[src/rtl/input_conditioner_if.sv]
// input_conditioner_if: raw pin inputs and conditioned outputs of the DE1-SoC key/switch conditioner
interface input_conditioner_if #(
  parameter int N_KEY = 4,
  parameter int N_SW = 10
);
  logic [N_KEY-1:0] key_raw;
  logic [N_SW-1:0] sw_raw;
  logic [N_KEY-1:0] key_clean;
  logic [N_SW-1:0] sw_clean;
  logic [N_KEY-1:0] key_press_pulse;
  logic [N_KEY-1:0] key_release_pulse;
  logic [N_SW-1:0] sw_change_pulse;
  logic ready;
  modport master (
    output key_raw, sw_raw,
    input key_clean, sw_clean, key_press_pulse, key_release_pulse, sw_change_pulse, ready
  );
  modport slave (
    input key_raw, sw_raw,
    output key_clean, sw_clean, key_press_pulse, key_release_pulse, sw_change_pulse, ready
  );
endinterface

[src/rtl/input_conditioner.sv]
// input_conditioner: synchronise, debounce and edge-detect DE1-SoC KEY/SW pins
module input_conditioner #(
  parameter int N_KEY = 4,
  parameter int N_SW = 10,
  parameter int SYNC_STAGES = 2,
  parameter int TICK_DIV = 50000,
  parameter int STABLE_TICKS = 20
) (
  input logic clk,
  input logic reset_n,
  input_conditioner_if.slave io
);
  localparam int CW = $clog2(STABLE_TICKS + 1);
  localparam int PW = TICK_DIV > 1 ? $clog2(TICK_DIV) : 1;
  localparam int IW = $clog2(SYNC_STAGES + 1);
  localparam logic [CW-1:0] LAST = CW'(STABLE_TICKS - 1);
  typedef enum logic {INIT, RUN} state_t;
  state_t state;
  logic [IW-1:0] init_cnt;
  logic [PW-1:0] pre;
  logic tick;
  logic rdy;
  logic [N_KEY-1:0] key_ff [SYNC_STAGES];
  logic [N_SW-1:0] sw_ff [SYNC_STAGES];
  logic [N_KEY-1:0] key_sync, key_clean, key_press, key_rel;
  logic [N_SW-1:0] sw_sync, sw_clean, sw_chg;
  logic [CW-1:0] key_cnt [N_KEY];
  logic [CW-1:0] sw_cnt [N_SW];
  assign key_sync = key_ff[SYNC_STAGES-1];
  assign sw_sync = sw_ff[SYNC_STAGES-1];
  assign tick = pre == PW'(TICK_DIV - 1);
  assign io.key_clean = key_clean;
  assign io.sw_clean = sw_clean;
  assign io.key_press_pulse = key_press;
  assign io.key_release_pulse = key_rel;
  assign io.sw_change_pulse = sw_chg;
  assign io.ready = rdy;
  // metastability synchroniser chains; keys idle high, switches idle low
  always_ff @(posedge clk or negedge reset_n)
    if (!reset_n) begin
      for (int i = 0; i < SYNC_STAGES; i++) begin
        key_ff[i] <= '1;
        sw_ff[i] <= '0;
      end
    end else begin
      key_ff[0] <= io.key_raw;
      sw_ff[0] <= io.sw_raw;
      for (int i = 1; i < SYNC_STAGES; i++) begin
        key_ff[i] <= key_ff[i-1];
        sw_ff[i] <= sw_ff[i-1];
      end
    end
  // INIT loads the synchronised levels once, then RUN debounces every channel on each tick
  always_ff @(posedge clk or negedge reset_n)
    if (!reset_n) begin
      state <= INIT;
      init_cnt <= '0;
      pre <= '0;
      rdy <= 1'b0;
      key_clean <= '1;
      sw_clean <= '0;
      key_press <= '0;
      key_rel <= '0;
      sw_chg <= '0;
      for (int i = 0; i < N_KEY; i++) key_cnt[i] <= '0;
      for (int i = 0; i < N_SW; i++) sw_cnt[i] <= '0;
    end else begin
      key_press <= '0;
      key_rel <= '0;
      sw_chg <= '0;
      if (state == INIT) begin
        init_cnt <= init_cnt + IW'(1);
        if (init_cnt == IW'(SYNC_STAGES)) begin
          key_clean <= key_sync;
          sw_clean <= sw_sync;
          rdy <= 1'b1;
          state <= RUN;
        end
      end else begin
        pre <= tick ? '0 : pre + PW'(1);
        if (tick) begin
          for (int i = 0; i < N_KEY; i++)
            if (key_sync[i] == key_clean[i]) key_cnt[i] <= '0;
            else if (key_cnt[i] == LAST) begin
              key_clean[i] <= key_sync[i];
              key_cnt[i] <= '0;
              key_press[i] <= key_clean[i];
              key_rel[i] <= ~key_clean[i];
            end else key_cnt[i] <= key_cnt[i] + CW'(1);
          for (int i = 0; i < N_SW; i++)
            if (sw_sync[i] == sw_clean[i]) sw_cnt[i] <= '0;
            else if (sw_cnt[i] == LAST) begin
              sw_clean[i] <= sw_sync[i];
              sw_cnt[i] <= '0;
              sw_chg[i] <= 1'b1;
            end else sw_cnt[i] <= sw_cnt[i] + CW'(1);
        end
      end
    end
endmodule

[src/flat_wrapper.sv]
// flat-port wrapper written by rule: the top's interface ports become plain ports
module input_conditioner_flat 
#(
  parameter int N_KEY = 4,
  parameter int N_SW = 10,
  parameter int SYNC_STAGES = 2,
  parameter int TICK_DIV = 50000,
  parameter int STABLE_TICKS = 20
)
  (clk, reset_n, io_key_raw, io_sw_raw, io_key_clean, io_sw_clean, io_key_press_pulse, io_key_release_pulse, io_sw_change_pulse, io_ready);
  input_conditioner_if #(.N_KEY(N_KEY), .N_SW(N_SW)) io_i ();
  input logic clk;
  input logic reset_n;
  input wire logic [$bits(io_i.key_raw)-1:0] io_key_raw;
  input wire logic [$bits(io_i.sw_raw)-1:0] io_sw_raw;
  output wire logic [$bits(io_i.key_clean)-1:0] io_key_clean;
  output wire logic [$bits(io_i.sw_clean)-1:0] io_sw_clean;
  output wire logic [$bits(io_i.key_press_pulse)-1:0] io_key_press_pulse;
  output wire logic [$bits(io_i.key_release_pulse)-1:0] io_key_release_pulse;
  output wire logic [$bits(io_i.sw_change_pulse)-1:0] io_sw_change_pulse;
  output wire logic [$bits(io_i.ready)-1:0] io_ready;
  assign io_i.key_raw = io_key_raw;
  assign io_i.sw_raw = io_sw_raw;
  assign io_key_clean = io_i.key_clean;
  assign io_sw_clean = io_i.sw_clean;
  assign io_key_press_pulse = io_i.key_press_pulse;
  assign io_key_release_pulse = io_i.key_release_pulse;
  assign io_sw_change_pulse = io_i.sw_change_pulse;
  assign io_ready = io_i.ready;
  input_conditioner #(.N_KEY(N_KEY), .N_SW(N_SW), .SYNC_STAGES(SYNC_STAGES), .TICK_DIV(TICK_DIV), .STABLE_TICKS(STABLE_TICKS)) u_core (.clk(clk), .reset_n(reset_n), .io(io_i));
endmodule
[config.mk]
export PLATFORM = sky130hd
export DESIGN_NAME = input_conditioner_flat
export DESIGN_NICKNAME = d
export VERILOG_FILES = /design/src/rtl/input_conditioner_if.sv /design/src/rtl/input_conditioner.sv /design/src/flat_wrapper.sv
export SDC_FILE = /design/constraint.sdc
export NUM_CORES = 1
export LEC_CHECK = 0
export BUFFER_PORTS_ARGS = -buffer_cell sky130_fd_sc_hd__buf_4
export CAP_MARGIN = 20
export CORE_ASPECT_RATIO = 0.9
export CORE_UTILIZATION = 56
export CTS_CLUSTER_SIZE = 24
export DETAILED_ROUTE_END_ITERATION = 7
export MAX_ROUTING_LAYER = met4
export PLACE_DENSITY = 0.87
export SLEW_MARGIN = 20
export SYNTH_ARGS = -nofsm -noshare
export SYNTH_HDL_FRONTEND = slang
export SYNTH_SLANG_ARGS = --single-unit
[constraint.sdc]
create_clock -name clk -period 4.7 [get_ports clk]
set_input_delay 0.235 -clock clk [delete_from_list [all_inputs] [get_ports clk]]
set_output_delay 0.235 -clock clk [all_outputs]
set_load 0.02 [all_outputs]
# After elaboration in Yosys (flattened, before gate mapping)
# Cells that the tools add are included.
word_totals:
  input_bits: 16
  output_inout_bits: 33
  mem_bits_rw: 0
  reg_bits: 150
  latch_bits: 0
  n_memories: 0
  rom_bits: 0
op_classes:
  bitwise: 5
  reduce_logical: 17
  div_mod_pow: 0
  order_cmp: 0
  mul: 0
  n_shift: 0
  n_mux: 107
  n_addsub: 16
  eq_ne: 59
op_table:
  columns: ["operator", "count"]
  rows:
  - ["two-way mux 5 bit", 28]
  - ["adder 5 x 1 -> 5 bit, second input constant", 14]
  - ["== test 5 bit, second input constant", 14]
  - ["two-way mux 1 bit", 66]
  - ["!= test 2 bit, second input constant", 29]
  - ["AND reduction 4 bit", 14]
  - ["two-way mux 10 bit", 5]
  - ["two-way mux 4 bit", 7]
  - ["adder 16 x 1 -> 16 bit, second input constant", 1]
  - ["== test 16 bit, second input constant", 1]
  - ["two-way mux 16 bit", 1]
  - ["== test 1 bit", 14]
  - ["inverter 1 bit", 5]
  - ["AND reduction 2 bit", 2]
  - ["adder 2 x 1 -> 2 bit, second input constant", 1]
  - ["== test 2 bit, second input constant", 1]
  - ["nonzero test 2 bit", 1]

# Logic depth before layout (Yosys ltp)
# Gate-level depths: netlist of the first run.
depth:
  word_depth: 5
  depth_mapped: 8
  depth_no_buf: 5

# Least setup slack after synthesis of the first run
# No wires, ideal clock.
synth_timing:
  kind: "register to register"
  start: "reg u_core.pre[0]"
  end: "reg u_core.sw_clean[0], in the netlist u_core.io.sw_clean[0]"
  arrival_ps: 1714
  required_ps: 4572
  n_path_buf: 2
  setup_ps: 128
  path_stages_with_launch: 8
  path_slack_ps: 2858
  path_cell_list: "dfrtp_1 > ha_1 > and4_1 > and4_1 > buf_4 > buf_6 > a21oi_1 > mux2_1"
synth_between:
  elab_chain_len: 3
synth_rtl:
  columns: ["element", "line_no", "source"]
  rows:
  - ["from (decl)", "input_conditioner.sv:20", "logic [PW-1:0] pre;"]
  - ["from (signal assigned)", "input_conditioner.sv:80", "pre <= tick ? '0 : pre + PW'(1);"]
  - ["== test 16 bit", "input_conditioner.sv:31", "assign tick = pre == PW'(TICK_DIV - 1);"]
  - ["!= test 2 bit (no source line)", null, null]
  - ["AND reduction 4 bit (no source line)", null, null]
  - ["to (signal assigned)", "input_conditioner.sv:75", "sw_clean <= sw_sync;"]
  - ["to (signal, indexed assignment)", "input_conditioner.sv:93", "sw_clean[i] <= sw_sync[i];"]
  - ["to (decl)", "input_conditioner.sv:26", "logic [N_SW-1:0] sw_sync, sw_clean, sw_chg;"]
# Every way passes these cells.
# A chain may end at the register's enable or synchronous reset.

# Worst setup path in the final report of the first run
layout_timing:
  start: "reg u_core.state"
  end: "reg u_core.sw_cnt[12] (netlist bit)"
layout_between:
  elab_chain_len: 1
layout_rtl:
  columns: ["element", "line_no", "source"]
  rows:
  - ["from (decl)", "input_conditioner.sv:18", "state_t state;"]
  - ["from (signal assigned)", "input_conditioner.sv:56", "state <= INIT;"]
  - ["from (signal assigned)", "input_conditioner.sv:77", "state <= RUN;"]
  - ["AND reduction 2 bit (no source line)", null, null]
  - ["to (signal, indexed assignment)", "input_conditioner.sv:96", "end else sw_cnt[i] <= sw_cnt[i] + CW'(1);"]
  - ["to (decl)", "input_conditioner.sv:28", "logic [CW-1:0] sw_cnt [N_SW];"]
# Every way passes these cells.

==> results.txt, run 1 <==
----------------------------------------------------
[Synthesis]
  Net count of the mapped netlist ... about 660
  Synth top area cells ... dfrtp_1, nand2_1, dfstp_2
  Yosys reg bits ... 150
  Number of enable flip-flop cells after synthesis ... 0
  Library cell with the largest summed area after synthesis ... dfrtp_1
  Sequential element share of the synthesized area ... 55.8%
  Top_reg_cell synth ... dfrtp_1
  Most frequently used cell type in the post-synthesis netlist ... dfrtp_1
  Post-synthesis average cell area ... between 10 and 15 um2
  Synth Cell Area ... about 6800 um2
  Asr flop ratio synth ... 100%
  Synthesized netlist cell count ... roughly 630
  Top cells by instance count after synthesis ... dfrtp_1, nand2_1, nor2_1, nand3_1, o21ai_1
  Share of the synthesized area in the top cell type ... approximately 51%
  Post-synthesis cell type count ... 47
  Syn. warnings ... 0

[Critical path]
  Worst Path Buf+Inv ... 1
  Worst Setup SP ... u_core.state
  CP Data Arrival Time ... just under 3 ns
  Reg2reg end ... u_core.sw_cnt[12]
  Reg-to-Reg Start ... u_core.state
  Cells along the critical path ... and4_1, nand4_4, buf_4, o21ai_0, o21ai_1
  Critical path type ... reg -> reg
  Crit path required time ... ~5 ns
  Count of cell instances traversed by the critical path ... 5
  Family with the most delay on the worst path ... simple AND/OR/NAND/NOR gates
  Critical path destination ... u_core.sw_cnt[12]
  Slowest stage cell on the critical path ... nand4_4
  Critical Path Start Type ... register
  CP Max Fanout ... between 60 and 70
  R2r worst-path depth ... 5
  Worst stage delay on the critical path ... 0.64 ns
  Setup slack on the worst flop-to-flop path ... 2.04 ns
  Endpoint class of the critical path ... register

[Clock network]
  Clock tree root driver cell ... clkbuf_16
  Clock-pin slew reported for the worst setup and hold paths after clock tree synthesis ... 0.06 ns
  Deepest level of the CTS H-tree ... 4
  Total clock sinks ... 150
  Num CTS Buffers ... 17
  Skew-Pair Late Insertion Delay ... 0.43 ns
  Clock Path Buffers ... 2
  CTS tree ... done
  Post-CTS setup buffers ... 0

[Power and ir drop]
  Max rail drop VDD ... 0.000298 V
  Cell area power density ... ~350 nW/um2
  Reported leakage power ... roughly 3.5 nW

[GRT]
  Maximum number of pins on one net before global-route repair ... between 100 and 150
  First-pass GRT wire length ... roughly 22000 um
  Via count of the first global-routing pass ... slightly below 5000
  GR Util All Layers ... between 20% and 30%
  Initial antenna violation count ... 0
  Grt total ovfl ... 0

[Timing]
  Final worst path period share ... roughly 57%
  Hold Violations, Final ... 0
  Final Setup Violations ... 0
  Skew final ... 0.00526 ns
  Sum Neg Setup Slack ... 0 ns
  RSZ-0062 raised after global routing ... false
  Max-slew violation count ... 0
  Tightest Pin Transition ... around 0.99 ns
  Max Fclk ... 377 MHz
  Final critical-path required period ... 2.66 ns
  Normalized max-slew margin ... 34.0%

[Cells and area]
  Area growth from synthesis to layout ... 18.2%
  Final core utilization ... between 60% and 70%
  Post-route cell area ... roughly 8000 um2
  Final Net Count ... ~730
  Share of post-route cells with drive strength above 1 ... about 19%
  Diodes inserted ... 0

[Routing]
  Per-cell routed wire length ... about 15 um
  Total routed wirelength ... 12800 um
  Number of detailed-routing iterations run before antenna repair ... 5
  Total via count in the routed design ... 4875
  DRC Markers ... 0
  Via density per instance ... roughly 5.6
  Count of antenna-violating nets left after detailed routing ... 0
  Number of DRC markers in iteration 0 ... around 420

[Placement]
  Placed Instance Area ... around 7200 um2
  RePlAce Congestion ... about 0.78
  Number of port buffers ... 48
  Detailed placer's ending HPWL ... about 8300 um

[Floorplan]
  Die Width ... approximately 120 um
  Number of ports placed on the die boundary ... 49
  Initial Utilization ... 58.4%
  Overall die height ... 106 um
  Total core area ... roughly 12000 um2
  Die Area ... 12500 um2
  Number of placement rows ... 37

[Hold path]
  Type of the tightest min-delay check ... reg -> reg

[Status]
  Run status ... completed

[Run]
  Max_cap viols ... 0

----------------------------------------------------
## layer usage
layer | vias up | GRT usage, % | share of wire (%)
met5 | - | - | 0
met4 | 0 | 8.79 | 1.5
met3 | 18 | 6.65 | 5.1
met2 | 103 | 37.4 | 51
met1 | 2398 | 27.5 | 43
li1 | 2356 | - | -
## area by class of cell
class                   instances  area, um2
repair buffers                 67        544
multi-input cells             454       2830
well taps                     156        195
flip-flops and latches        150       3770
fillers                       850       3590
clock inverters                12        153
inverters                       9       33.8
clock buffers                  20        457
## worst register-to-register path, delay by kind of cell, from the launching register on
family | cells | cell delay [ns]
compound gates | 2 | 0.43
buf+inv | 1 | 0.51
flops | 1 | 0.57
simple gates | 2 | 1.01
## flip-flops by register name, indices dropped and copies added, names as in the netlist
| register | cells |
|---|---|
| u_core.io.ready | 1 |
| u_core.io.sw_clean | 10 |
| u_core.sw_ff | 10 |
| u_core.key_ff | 4 |
| u_core.io.key_clean | 4 |
| u_core.key_cnt | 20 |
| u_core.io.key_release_pulse | 4 |
| u_core.sw_sync | 10 |
| u_core.state | 1 |
| u_core.init_cnt | 2 |
| u_core.pre | 16 |
| u_core.io.key_press_pulse | 4 |
| u_core.sw_cnt | 50 |
| u_core.io.sw_change_pulse | 10 |
| u_core.key_sync | 4 |
## cell usage in the layout, fill, tap and decap left out, types with 7 or more instances in the layout
cell type / count
a21oi_1: 16
a22o_1: 14
a31oi_1: 11
and3_1: 7
buf_4: 51
clkbuf_16: 17
dfrtp_1: 138
dfstp_2: 12
dlygate4sd3_1: 15
ha_1: 16
inv_1: 9
mux2_1: 9
nand2_1: 89
nand2b_1: 26
nand3_1: 42
nor2_1: 43
nor3b_2: 10
nor4bb_1: 13
o21ai_0: 27
o21ai_1: 33
or2_2: 16
xnor2_1: 23
## worst min path at each step
stage | endpoint | slack [ns] | cells after the start | startpoint
2_1_floorplan | u_core.init_cnt[0] | -0.06 | 0 | reset_n
3_3_place_gp | u_core.sw_sync[0] | 0.33 | 0 | u_core.sw_ff[10]
3_5_place_dp | u_core.sw_sync[7] | 0.33 | 0 | u_core.sw_ff[17]
4_1_cts | u_core.sw_sync[7] | 0.35 | 0 | u_core.sw_ff[17]
5_1_grt | u_core.sw_sync[2] | 0.35 | 0 | u_core.sw_ff[12]
6_report | u_core.sw_sync[7] | 0.35 | 0 | u_core.sw_ff[17]
## what timing repair did
item,in CTS,in global routing
resized for setup,0,0
endpoints found under the hold margin,19,0
hold buffers,15,0
## where the power goes
group | switching, mW | internal, mW | leakage [nW]
Combinational | 0.0677 | 0.0435 | 1.27
Sequential | 0.0128 | 1.31 | 1.94
Clock | 0.518 | 0.860 | 0.288
Total | 0.598 | 2.22 | 3.51
## cells by family after synthesis
| logic type | count (synthesis) | share of synthesized area, % |
|---|---|---|
| multiplexers | 16 | 2.63 |
| adder cells (fa/ha/maj) | 16 | 2.96 |
| XOR/XNOR | 27 | 3.50 |
| flip-flops | 150 | 55.8 |
| AND/OR/NAND/NOR | 282 | 22.9 |
| buffers and inverters | 28 | 2.50 |
| AO/OA/AOI/OAI | 113 | 9.72 |
## stage by stage
step	setup slack, ns	std cells	total power, mW	hold WS [ns]
floorplan	2.86	632	1.40	-0.0606
global placement	2.30	821	1.45	0.333
detailed placement	2.17	821	1.45	0.335
CTS	2.05	868	2.84	0.347
global route	1.89	868	2.91	0.355
finish	2.04	868	2.82	0.347
(Power assumes the default switching activity.)
==> run 2, diff against run 1 <==
--- a/config.mk
+++ b/config.mk
@@ -8,7 +8,7 @@
 export BUFFER_PORTS_ARGS = -buffer_cell sky130_fd_sc_hd__buf_4
 export CAP_MARGIN = 20
 export CORE_ASPECT_RATIO = 0.9
-export CORE_UTILIZATION = 56
+export CORE_UTILIZATION = 54
 export CTS_CLUSTER_SIZE = 24
 export DETAILED_ROUTE_END_ITERATION = 7
 export MAX_ROUTING_LAYER = met4
==> constraint.sdc (replaced) <==
create_clock -name clk -period 2.1 [get_ports clk]
set_input_delay 0.105 -clock clk [delete_from_list [all_inputs] [get_ports clk]]
set_output_delay 0.105 -clock clk [all_outputs]
set_load 0.02 [all_outputs]
==> run 2 against run 1 <==
Compared with the run above: register-to-register slack worse by 1.9 ns; combinational power up 130%; fmax up 33%; clock skew up 0.0081 ns; sequential cell count unchanged; largest power group unchanged.
==> results.txt, run 2 (synthesis gave the netlist of run 1 again) <==
----------------------------------------------------
[Critical path]
  Cells along the critical path ... inv_1, ha_1, nor2b_2, a21oi_1, mux2_1
  CP Max Fanout ... 15 (-75%)
  Slowest stage cell on the critical path ... nor2b_2
  Count of cell instances traversed by the critical path ... 5 (unchanged)
  Worst Setup SP ... u_core.init_cnt[0]
  R2r worst-path depth ... 5 (unchanged)
  Reg2reg end ... u_core.io.sw_clean[3]
  Worst stage delay on the critical path ... 0.78 ns (+0.14 ns)
  Critical Path Start Type ... register
  Crit path required time ... 2.40 ns (-2.59 ns)
  Reg-to-Reg Start ... u_core.init_cnt[0]
  Critical path type ... reg -> reg
  Family with the most delay on the worst path ... simple AND/OR/NAND/NOR gates
  CP Data Arrival Time ... 2.29 ns (-0.66 ns)
  Setup slack on the worst flop-to-flop path ... 0.11 ns (-1.94 ns)
  Endpoint class of the critical path ... register
  Worst Path Buf+Inv ... 1 (unchanged)
  Critical path destination ... u_core.io.sw_clean[3]

[Cells and area]
  Post-route cell area ... 8120 um2 (+1.7%)
  Most used cells in the layout excluding fill and tap cells ... dfrtp_1, nand2_1, buf_4, nor2_1, nand3_1
  Share of post-route cells with drive strength above 1 ... 20.4% (+1.2 points)
  Leading cell type in the layout, fill and taps excluded ... dfrtp_1
  Max reg flops ... 50 (unchanged)
  Area growth from synthesis to layout ... 20.2%
  Final core utilization ... 67.0% (-2.0 points)
  Number of filler cells placed in the layout ... 873 (+2.7%)
  Registers with the highest flip-flop counts ... u_core.sw_cnt: 50 flops, u_core.key_cnt: 20 flops, u_core.pre: 16 flops
  Diodes inserted ... 0 (unchanged)
  Register name with the most flops ... u_core.sw_cnt
  Final Net Count ... 743 (+1.6%)
  Number of standard cells in the layout, taps in and fillers out ... 884 (+1.8%)

[Clock network]
  Clock tree root driver cell ... clkbuf_16
  CTS tree ... done
  Post-CTS setup buffers ... 0 (unchanged)
  Clock-pin slew reported for the worst setup and hold paths after clock tree synthesis ... 0.06 ns (about the same)
  Num CTS Buffers ... 17 (unchanged)
  Total clock sinks ... 150 (unchanged)
  Clock Path Buffers ... 2 (unchanged)
  Deepest level of the CTS H-tree ... 4 (unchanged)
  Skew-Pair Late Insertion Delay ... 0.42 ns (about the same)

[Timing]
  Skew final ... 0.0133 ns (+0.00809 ns)
  Max Fclk ... 501 MHz (+33%)
  RSZ-0062 raised after global routing ... false
  Hold slack ... 0.235 ns (-0.112 ns)
  Tightest Pin Transition ... 0.959 ns (-0.0302 ns)
  Final critical-path required period ... 1.99 ns (-0.661 ns)
  Sum Neg Setup Slack ... 0 ns (unchanged)
  Normalized max-slew margin ... 35.8% (+1.7 points)
  Max-slew violation count ... 0 (unchanged)
  Hold Violations, Final ... 0 (unchanged)
  Final Setup Violations ... 0 (unchanged)
  Final worst path period share ... 95.0% (+38 points)
  Worst setup margin ... 0.105 ns (-1.94 ns)

[Floorplan]
  Number of placement rows ... 38 (+2.7%)
  Total core area ... 12100 um2 (+4.8%)
  Die Width ... 120 um (+1.8%)
  Overall die height ... 108 um (+1.8%)
  Initial Utilization ... 55.7% (-2.7 points)
  Number of ports placed on the die boundary ... 49 (unchanged)
  Die Area ... 13000 um2 (+3.6%)

[Power and ir drop]
  Clock power frac ... 48.8% (about the same)
  Switching Fraction ... 20.7% (-0.55 points)
  Proportion of power drawn by combinational gates ... 4.0% (about the same)
  Cell Int Power ... 5.01 mW (+130%)
  Cell area power density ... 778 nW/um2 (+120%)
  Switching power total ... 1.31 mW (+120%)
  Reported leakage power ... 3.58 nW (+2.2%)
  Sequential fraction of design power ... 47.1% (about the same)
  Max rail drop VDD ... 0.000552 V (+85%)
  Overall power consumption ... 6.31 mW (+120%)

[Run]
  Max_cap viols ... 0 (unchanged)

[GRT]
  Initial antenna violation count ... 0 (unchanged)
  Maximum number of pins on one net before global-route repair ... 66 (-42%)
  GR Util All Layers ... 23.5% (+0.37 points)
  Grt total ovfl ... 0 (unchanged)
  First-pass GRT wire length ... 23100 um (+4.1%)
  Via count of the first global-routing pass ... 5179 (+4.9%)

[Routing]
  Total via count in the routed design ... 4969 (+1.9%)
  Number of DRC markers in iteration 0 ... 294 (-30%)
  Via density per instance ... 5.62 (about the same)
  Number of detailed-routing iterations run before antenna repair ... 5 (unchanged)
  Total routed wirelength ... 13400 um (+4.3%)
  Per-cell routed wire length ... 15.1 um (+2.4%)
  DRC Markers ... 0 (unchanged)
  Count of antenna-violating nets left after detailed routing ... 0 (unchanged)

[Placement]
  Number of placed cells counting well taps ... 837 (+1.9%)
  Detailed placer's ending HPWL ... 8830 um (+5.8%)
  Dpl ws ... 0.0947 ns (-2.07 ns)
  Placed Instance Area ... 7350 um2 (+1.8%)
  Number of port buffers ... 48 (unchanged)
  RePlAce Congestion ... 0.802 (+3.3%)

[Hold path]
  Type of the tightest min-delay check ... in -> async

[Status]
  Run status ... completed

----------------------------------------------------
-- run 2: cell type report --
| class | count | area (um2) | share of cell area, % |
|---|---|---|---|
| clock inverter | 8 | 123 | 1.51 |
| clock buffer | 24 | 482 | 5.93 |
| inverter | 9 | 33.8 | 0.416 |
| sequential | 150 | 3770 | 46.4 |
| timing repair buffer | 79 | 672 | 8.28 |
| multi-input combinational | 454 | 2840 | 35.0 |
| tap | 160 | 200 | 2.47 |
-- run 2: power by group through the flow --
stage | Combinational [mW] | Clock, mW | Sequential (mW)
global placement | 0.227 | 0 | 3.02
floorplan | 0.0876 | 0 | 3.03
global route | 0.284 | 3.27 | 2.98
CTS | 0.260 | 3.13 | 2.97
finish | 0.255 | 3.08 | 2.97
detailed placement | 0.235 | 0 | 3.02
-- run 2: worst min path at each step --
stage,from,endpoint,slack (ns)
after floorplan,reset_n,u_core.init_cnt[0],-0.19
after global placement,reset_n,u_core.sw_ff[11],0.13
after detailed placement,reset_n,u_core.sw_sync[1],0.14
after CTS,reset_n,u_core.key_cnt[2],0.26
after global routing,reset_n,u_core.pre[2],0.28
final,reset_n,u_core.sw_ff[11],0.24
-- run 2: what timing repair did --
action | CTS | global route
endpoints found under the hold margin | 70 | 0
hold buffers | 15 | 0
gates resized for setup | 0 | 3
endpoints found under the setup margin | 0 | 15
-- run 2: metal layers --
metal	share of wire, %	global-route usage [%]	up-vias
met1	42	26.5	2459
li1	-	-	2381
met5	0	-	-
met3	3.5	6.38	23
met2	53	39.6	106
met4	1.3	9.73	0
-- run 2: worst reg2reg max path: cells and delay by family, from the launching register on --
family | cells | cell delay, ns
simple gates | 1 | 0.78
flops | 1 | 0.40
mux | 1 | 0.36
fa+ha+maj | 1 | 0.15
compound gates | 1 | 0.13
buf+inv | 1 | 0.06
